**config.mk**
```make
export PLATFORM = sky130hd
export DESIGN_NAME = seq_encoder_8x3
export DESIGN_NICKNAME = d
export VERILOG_FILES = /design/src/rtl/seq_encoder_pkg.sv /design/src/rtl/seq_encoder_8x3_pri_enc.sv /design/src/rtl/seq_encoder_8x3.sv
export SDC_FILE = /design/constraint.sdc
export NUM_CORES = 1
export LEC_CHECK = 0
export BUFFER_PORTS_ARGS = -buffer_cell sky130_fd_sc_hd__buf_2
export CAP_MARGIN = 5
export CORE_MARGIN = 1
export CORE_UTILIZATION = 49
export DETAILED_ROUTE_END_ITERATION = 8
export PLACE_DENSITY_LB_ADDON = 0.08
export SLEW_MARGIN = 20
export SYNTH_ARGS = -nofsm -noshare
export SYNTH_HDL_FRONTEND = slang
export SYNTH_SLANG_ARGS = --single-unit
```
**constraint.sdc**
```tcl
create_clock -name clk -period 1.7 [get_ports clk]
set_input_delay 0.34 -clock clk [delete_from_list [all_inputs] [get_ports clk]]
set_output_delay 0.34 -clock clk [all_outputs]
set_load 0.01 [all_outputs]
```
**src/rtl/seq_encoder_pkg.sv**
```systemverilog
// Shared types and helpers for the sequential 8-to-3 encoder.
package seq_encoder_pkg;

  localparam int N      = 8;
  localparam int CODE_W = 3;

  typedef enum logic [0:0] {
    ST_IDLE = 1'b0,
    ST_EMIT = 1'b1
  } state_e;

  // True when exactly one request bit remains.
  function automatic logic popcount_is_one(input logic [N-1:0] pending);
    return (pending != '0) && ((pending & (pending - N'(1))) == '0);
  endfunction

endpackage

```
**src/rtl/seq_encoder_8x3_pri_enc.sv**
```systemverilog
// Combinational 8-to-3 priority encoder; direction selected by msb_first.
module pri_enc_8x3
  import seq_encoder_pkg::*;
(
  input  logic [N-1:0]      pending,
  input  logic              msb_first,
  output logic [CODE_W-1:0] code
);

  always_comb begin
    code = '0;
    if (msb_first) begin
      // Ascending scan: the last hit is the highest set bit.
      for (int i = 0; i < N; i++) begin
        if (pending[i]) code = CODE_W'(i);
      end
    end else begin
      for (int i = N - 1; i >= 0; i--) begin
        if (pending[i]) code = CODE_W'(i);
      end
    end
  end

endmodule

```
**src/rtl/seq_encoder_8x3.sv**
```systemverilog
// Sequential 8-to-3 encoder: accepts a multi-hot vector, emits one index per handshake.
module seq_encoder_8x3
  import seq_encoder_pkg::*;
#(
  parameter int N_P       = N,
  parameter int CODE_W_P  = CODE_W,
  parameter bit MSB_FIRST = 1'b1
) (
  input  logic                clk,
  input  logic                rst_n,
  input  logic                req_valid,
  output logic                req_ready,
  input  logic [N_P-1:0]      req_bits,
  output logic                code_valid,
  input  logic                code_ready,
  output logic [CODE_W_P-1:0] code,
  output logic                last,
  output logic                empty_req
);

  state_e            state_q, state_d;
  logic [N-1:0]      pending_q, pending_d;
  logic              empty_req_q, empty_req_d;
  logic [CODE_W-1:0] enc_code;

  pri_enc_8x3 u_pri_enc (
    .pending   (pending_q),
    .msb_first (MSB_FIRST),
    .code      (enc_code)
  );

  // Outputs depend only on registered state, never on the request inputs.
  assign req_ready  = (state_q == ST_IDLE);
  assign code_valid = (state_q == ST_EMIT);
  assign code       = enc_code;
  assign last       = code_valid && popcount_is_one(pending_q);
  assign empty_req  = empty_req_q;

  always_comb begin
    state_d     = state_q;
    pending_d   = pending_q;
    empty_req_d = 1'b0;
    case (state_q)
      ST_IDLE: begin
        if (req_valid) begin
          if (req_bits != '0) begin
            pending_d = req_bits;
            state_d   = ST_EMIT;
          end else begin
            empty_req_d = 1'b1;
          end
        end
      end
      ST_EMIT: begin
        if (code_ready) begin
          pending_d = pending_q & ~(N'(1) << enc_code);
          if (last) state_d = ST_IDLE;
        end
      end
      default: state_d = ST_IDLE;
    endcase
  end

  always_ff @(posedge clk or negedge rst_n) begin
    if (!rst_n) begin
      state_q     <= ST_IDLE;
      pending_q   <= '0;
      empty_req_q <= 1'b0;
    end else begin
      state_q     <= state_d;
      pending_q   <= pending_d;
      empty_req_q <= empty_req_d;
    end
  end

endmodule

```
**After elaboration in Yosys (flattened, before gate mapping)**

Index checks and enable logic that the tools add are counted.

- $add $sub $neg: 1
- Equality and inequality tests: 3
- Shifts and indexed selects: 1
- Muxes and demuxes: 19
- Bitwise gates (word level): 4
- Reductions and logical operators: 6

Operators with widths:

| kind | number |
|---|---|
| 2-to-1 mux 8 bit | 3 |
| AND 8 bit | 2 |
| one-hot mux 8 bit (2 select lines) | 1 |
| nonzero test 8 bit | 2 |
| 2-to-1 mux 3 bit | 4 |
| zero test 8 bit | 1 |
| 2-to-1 mux 1 bit | 8 |
| inverter 8 bit | 1 |
| << shifter 1 x 3 -> 8 bit, first input constant | 1 |
| subtractor 8 x 1 -> 8 bit, second input constant | 1 |
| 2-to-1 mux 2 bit | 2 |
| != test 2 bit, second input constant | 2 |
| AND reduction 3 bit | 1 |
| logical AND 1 bit | 2 |
| != test 2 x 1 -> 1 bit, second input constant | 1 |
| one-hot mux 1 bit (2 select lines) | 1 |
| inverter 1 bit | 1 |

- Register bits: 10
- Bits of input ports: 12
- Output and inout bits: 7
- Word-level logic and storage cells: 37

**Logic depth before layout (Yosys ltp)**

Gate-level depths: netlist of the first run.

- Depth in word-level cells: 12
- Mapped depth: 5
- Gate-level depth less buffers: 4

**Cells and area by module**

Synthesis of the first run repeated with hierarchy kept, for this count alone.

- Cells, all modules: 85
- Area, all modules: 768.2 um^2

By module, submodules not included:

| module | times used | cells each | area an instance (um^2) | sequential area each (um^2) |
|---|---|---|---|---|
| seq_encoder_8x3 | 1 | 63 | 644.4 | 250.2 |
| pri_enc_8x3 | 1 | 22 | 123.9 | 0.0 |

**Worst setup path after synthesis of the first run**

Ideal clock, no wire load.

- Path type: register to output
- Start point: register pending_q[7]
- End point: output port last
- Arrival: 1.307 ns
- Required time: 1.360 ns
- Path slack: 0.053 ns
- Cell stages (with the launch flop): 5
- Path buffers: 1
- Cells stage by stage: dfrtp_1 > buf_6 > or4_4 > mux2i_1 > a211oi_2

- Cells in the longest elaborated chain, start to end: 5
- Elaborated cells on any way between the ends: 6
- Those cells by class: add/sub: 1; bitwise: 1; reduce/logical: 4

RTL lines:

| element | line | text |
|---|---|---|
| start, declared | seq_encoder_8x3.sv:22 | `logic [N-1:0] pending_q, pending_d;` |
| start signal, assigned | seq_encoder_8x3.sv:71 | `pending_q <= pending_d;` |
| subtractor 8 x 1 -> 8 bit | seq_encoder_pkg.sv:14 | `return (pending != '0) && ((pending & (pending - N'(1))) == '0);` |
| AND 8 bit | seq_encoder_pkg.sv:14 |  |
| zero test 8 bit | seq_encoder_pkg.sv:14 |  |
| logical AND 1 bit * | seq_encoder_pkg.sv:14 |  |
| logical AND 1 bit * | seq_encoder_8x3.sv:36 | `assign last = code_valid && popcount_is_one(pending_q);` |
| end, declared | seq_encoder_8x3.sv:17 | `output logic last,` |

Every way passes the cells marked *; elsewhere a longest branch is shown, timed or not.

**Final worst setup path of the first run**

Ends and elaborated chain as after synthesis.

==> out/qor.yml, run 1 <==
htreeDepth: 1
track_usage_pct: 31.4
dieArea_sq_mm: 0.00148
cts_tree: "yes"
area_delta_synth_final_pct: 47.9
core_area_sq_mm: 0.00117
ys_seq_area_share_pct: 38.5
hold_viol_final: 0
rsz0062_at_grt: "true"
grt_pass1_wl_microns: 3030
synth_edf_count: 0
syn-mean-instance-area_sq_um: 9.29
min_period_over_period_pct: 115
met3_usage_pct: 3.49
synth_ff_type: "dfrtp_1"
nets: 118
slew_viol_final: 0
finalWorstSetupSlack_ns: -0.260
hold_depth: 2
drc: 0
first_global_vias: 625
clock-sinks: 10
fmax_mhz: 510
max-slew-margin-rel_pct: 63.2
arrival_ns: 1.62
hpwl_microns: 1350
drt-total-wl_microns: 1980
maxCapViolations: 0
r2r_slack_ns: -0.04
netlist_instances: 70
worstSetupStartpointType: "flip-flop"
yosysUniqueCellTypes: 33
path_max_fanout: 4
wl_per_cell_microns: 16.7
ys_warn_count: 0
cts-root-buf: "clkbuf_4"
viasPerCell: 6.29
ios: 19
period_minus_slack_ns: 1.96
grtUsageMet1_pct: 38.6
finalSetupViolCount: 4
drive_above_1_share_pct: 49.5
start_util_pct: 55.6
place_congestion: 0.903
die_w_microns: 38.4
ys_ff_latch: 10
p_total_w: 0.00204
min_path_type: "input pin to flip-flop"
worstPathRequired_ns: 1.36
overflow: 0
end_kind: "output port"
peakVddDrop_mv: 1.37
power.density_mw_per_mm2: 2120
finalClockSkew_ns: 0.000810
critPathKind: "flip-flop to output port"
port_buffers: 18
synth_nets: 82
synthArstFlopShare_pct: 100
rows: 12
reg2regPathDepth: 6
leakage_nw: 0.449
grt_max_degree: 11
dr.pass1.iters: 4
r2r-end: "pending_q[2]$_DFFE_PN0P_"
num_vias: 748
die_h_microns: 38.4
insertion_delay_ns: 0.27
worst_slew_pin_slew_ns: 0.547
ant_nets: 0
syn_area_sq_um: 651
cts_buffers: 3
clk_path_buf_depth: 2
diodes: 0
reg2reg_from: "pending_q[7]$_DFFE_PN0P_"
antenna_found_initial: 0
fin_util_pct: 82.2
status: "finished, violations left"
drt_iter0_drc: 25
grt-busiest-layer: "met2"
use_met2_pct: 53.8
worstHoldEndpoint: "code_valid$_DFF_PN0_"
clk_pin_slew_worst_paths_ns: 0.07
failed_checks: "setup timing"
min_from: "code_ready"
[worst max-delay path by stage]
stage                             start  endpoint  slack [ns]  cells after the start
6_report       pending_q[7]$_DFFE_PN0P_      last       -0.26                      4
5_1_grt        pending_q[7]$_DFFE_PN0P_      last       -0.31                      4
4_1_cts        pending_q[7]$_DFFE_PN0P_      last       -0.24                      4
3_5_place_dp   pending_q[1]$_DFFE_PN0P_      last        0.02                      4
3_3_place_gp   pending_q[1]$_DFFE_PN0P_      last        0.04                      4
2_1_floorplan  pending_q[7]$_DFFE_PN0P_      last        0.05                      4
[timing repair]
item,CTS,global route
pin swaps,3,2
gates resized for setup,8,9
hold buffers,1,0
endpoints found under the setup margin,3,8
hold endpoints to repair,10,0
buffers inserted,3,2
[per-stage QoR]
step | instances | TNS [ns] | hold WS [ns] | worst slack [ns] | instance area (sq um)
floorplan | 70 | 0 | 0.0444 | 0.0529 | 651
global placement | 110 | 0 | 0.210 | 0.0381 | 825
detailed placement | 110 | 0 | 0.218 | 0.0211 | 825
CTS | 118 | -0.551 | 0.273 | -0.243 | 918
global route | 119 | -0.754 | 0.278 | -0.312 | 962
finish | 119 | -0.542 | 0.279 | -0.260 | 962
[sequential cells by signal, indices dropped and copies added, names as in the netlist]
name	count
code_valid	1
empty_req	1
pending_q	8
[cell usage in the layout (no fill, tap or decap), drive strengths merged, types with 2 or more instances in the layout]
| cell type | count |
|---|---|
| nor2 | 5 |
| inv | 4 |
| a22oi | 2 |
| clkbuf | 4 |
| a22o | 3 |
| nor4 | 4 |
| dfrtp | 10 |
| o21ai | 5 |
| a32oi | 4 |
| nand2 | 3 |
| o31ai | 3 |
| a21oi | 3 |
| o22ai | 3 |
| nor2b | 2 |
| buf | 34 |
[Yosys cell counts (all sizes together), types with 2 or more instances]
library cell	n	share of area (%)
o21ai	5	3.8
nand2	3	1.7
nor2	5	2.9
a21oi	3	2.3
a22oi	2	3.1
o31ai	3	3.5
nor4	4	4.8
a32oi	4	5.4
clkbuf	2	1.2
buf	2	2.5
dfrtp	10	38
nor2b	2	1.9
a22o	3	4.0
inv	4	2.3
o22ai	3	2.9
[final cells by class]
class / count / area (sq um)
multi-input cells: 52 / 408
flip-flops and latches: 10 / 251
repair buffers: 35 / 234
fillers: 75 / 209
clock buffers: 4 / 36.3
well taps: 14 / 17.5
inverters: 4 / 15.0
[routing by layer]
metal	vias up	share of wire [%]
li1	348	-
met2	39	49
met1	353	42
met5	-	0
met3	8	5.5
met4	0	2.6
[critical path, cell delays in order (launching register included)]
cell      delay [ns]
dfrtp_1         0.41
or4_4           0.52
mux2i_1         0.19
a211oi_2        0.08
buf_2           0.15
[logic make-up (layout without fill, tap and decap cells)]
family	Yosys count	in the layout	synth area share, %
AO/OA/AOI/OAI	31	31	36.5
buffers and inverters	8	43	5.96
flip-flops	10	10	38.5
multiplexers	1	1	1.54
AND/OR/NAND/NOR	20	20	17.5
[power breakdown]
group          switching (W)  total [W]  internal [W]
Sequential          0.000143   0.000478      0.000335
Combinational       0.000632    0.00134      0.000707
Clock              0.0000921   0.000222      0.000130
Total               0.000867    0.00204       0.00117
Power figures use the tool's default switching activity.
==> inputs of run 2 (changes only) <==
SETUP_SLACK_MARGIN = 0.3   (was not set)
SYNTH_HIERARCHICAL = 1   (was not set)
==> out/qor.yml, run 2 <==
yosysUniqueCellTypes: 34
dieArea_sq_mm: 0.00173
finalWorstSetupSlack_ns: -0.536
netlist_instances: 85
min_from: "code_ready"
place_congestion: 0.817
track_usage_pct: 37.1
first_global_vias: 962
reg2regPathDepth: 9
port_buffers: 18
end_kind: "output port"
wl_per_cell_microns: 24.0
reg2reg_from: "pending_q[3]$_DFFE_PN0P_"
fmax_mhz: 447
met3_usage_pct: 6.96
drc: 1
cts_tree: "yes"
ios: 19
rows: 13
cts_buffers: 3
finalSetupViolCount: 12
synthArstFlopShare_pct: 100
hold_depth: 2
dr.pass1.iters: 6
critPathKind: "flip-flop to output port"
rsz0062_at_grt: "true"
num_vias: 1074
r2r-end: "pending_q[6]$_DFFE_PN0P_"
path_max_fanout: 8
min_period_over_period_pct: 132
worstHoldEndpoint: "code_valid$_DFF_PN0_"
mostFrequentLayoutCells: "buf_4 (22), buf_2 (16), a22o_1 (8)"
peakVddDrop_mv: 1.69
status: "finished, violations left"
worstSetupStartpointType: "flip-flop"
synth_ff_type: "dfrtp_1"
synth.top_cell.area_share_pct: 32.6
syn-mean-instance-area_sq_um: 9.04
internal-power_w: 0.00154
core_area_sq_mm: 0.00138
drt_iter0_drc: 49
min_path_type: "input pin to flip-flop"
synth-xor-area-share_pct: 1.14
finalClockSkew_ns: 0.00599
synth_mux_area_share_pct: 0
ys_warn_count: 6
synth_common_cells: "dfrtp_1 (10), nor2_1 (9), o21ai_0 (9)"
post-synth-top-count-cell: "dfrtp_1"
grt_pass1_wl_microns: 4840
ant_nets: 0
hold_viol_final: 0
r2r_slack_ns: -0.24
regMostFlops: "pending_q"
drt-total-wl_microns: 3690
power.density_mw_per_mm2: 2310
htreeDepth: 1
viasPerCell: 6.97
clk_path_buf_depth: 2
drive_above_1_share_pct: 61.2
multi_input_area_sq_um: 624
grtUsageMet1_pct: 47.3
ff_latch_area_sq_um: 259
maxCapViolations: 0
use_met2_pct: 60.9
grt_max_degree: 11
swShare_pct: 47.8
p_sw_w: 0.00142
hpwl_microns: 1640
p_comb_share_pct: 74.1
synth_edf_count: 0
die_h_microns: 41.6
area_delta_synth_final_pct: 66.4
ys_ff_latch: 10
largest_register_ffs: 8
clk_pin_slew_worst_paths_ns: 0.08
diodes: 0
leakage_nw: 0.586
grt-busiest-layer: "met2"
cts-root-buf: "clkbuf_4"
ys_seq_area_share_pct: 32.6
power.clock.fraction_pct: 6.4
synth_area_leaders: "dfrtp_1 (33%), a22o_1 (9.1%), o21ai_0 (5.9%), o22ai_1 (4.9%), nor2_1 (4.4%)"
clock-sinks: 10
die_w_microns: 41.6
failed_checks: "DRC, setup timing"
synth_top_family_by_area: "compound AO/OA/AOI/OAI gates"
start_util_pct: 55.6
synth_top_cell_by_area: "dfrtp_1"
insertion_delay_ns: 0.28
period_minus_slack_ns: 2.24
arrival_ns: 1.90
synthAdderAreaFrac_pct: 1.30
antenna_found_initial: 0
n_fill_cell: 53
fin_tns_setup_ns: -2.18
nets: 152
power_frac_seq_pct: 19.5
whs_ns: 0.290
slew_viol_final: 0
final_common_cell: "buf_4"
worstPathRequired_ns: 1.36
yosys.area_share.simple_pct: 29.6
synth-compound-area-share_pct: 31.4
syn_area_sq_um: 768
overflow: 0
[run 2: through the flow]
stage          util, %  setup slack, ns  std cells  total power (W)  area [sq um]
3_3_place_gp      72.4          -0.0240        136          0.00178          1000
6_report          92.5           -0.536        154          0.00296          1280
2_1_floorplan        -           0.0465         91          0.00128           802
4_1_cts           86.5           -0.306        152          0.00247          1200
3_5_place_dp      72.4          -0.0394        136          0.00182          1000
5_1_grt           92.5           -0.577        154          0.00304          1280
[run 2: power groups by stage]
stage	Combinational [W]	Clock, W	Sequential (W)
floorplan	0.000766	0	0.000515
global placement	0.00126	0	0.000524
detailed placement	0.00128	0	0.000538
CTS	0.00174	0.000187	0.000540
global route	0.00225	0.000200	0.000582
finish	0.00219	0.000190	0.000577
[run 2: worst max-delay path, stage by stage, from the launching register on]
cell and delay (ns):
dfrtp_2 0.49, nor4b_1 0.48, nand2_1 0.12, o211ai_1 0.15
and3_1 0.22, buf_2 0.15
[run 2: cell families (layout without fill, tap and decap cells)]
group / Yosys count / after routing
AO/OA/AOI/OAI: 33 / 33
XOR/XNOR: 1 / 1
adder cells (fa/ha/maj): 1 / 1
buffers and inverters: 5 / 53
flip-flops: 10 / 10
other: 1 / 7
AND/OR/NAND/NOR: 34 / 34
[run 2: final cells by class]
class / instances / area share [%]
multi-input cells: 76 / 48.8
repair buffers: 46 / 26.1
flip-flops and latches: 10 / 20.3
clock buffers: 4 / 2.05
well taps: 15 / 1.47
inverters: 3 / 1.27
[run 2: how the worst max path moves through the flow]
stage | start | end | slack, ns | cells past startpoint
global route | pending_q[5]$_DFFE_PN0P_ | last | -0.58 | 5
global placement | pending_q[0]$_DFFE_PN0P_ | last | -0.02 | 4
CTS | pending_q[0]$_DFFE_PN0P_ | last | -0.31 | 5
detailed placement | pending_q[5]$_DFFE_PN0P_ | pending_q[6]$_DFFE_PN0P_ | -0.04 | 6
floorplan | pending_q[2]$_DFFE_PN0P_ | pending_q[2]$_DFFE_PN0P_ | 0.05 | 6
finish | pending_q[4]$_DFFE_PN0P_ | last | -0.54 | 5
[run 2: timing repair]
action	in CTS	in global routing
setup endpoints to repair	14	14
pin swaps	14	4
hold buffers	1	0
gates resized for setup	30	13
setup buffers	11	2
hold endpoints to repair	10	0
[run 2: routing by layer]
metal,vias to the layer above,part of all wire (%)
met4,0,7.7
met2,104,45
met3,33,13
li1,432,-
met1,505,34
met5,-,0
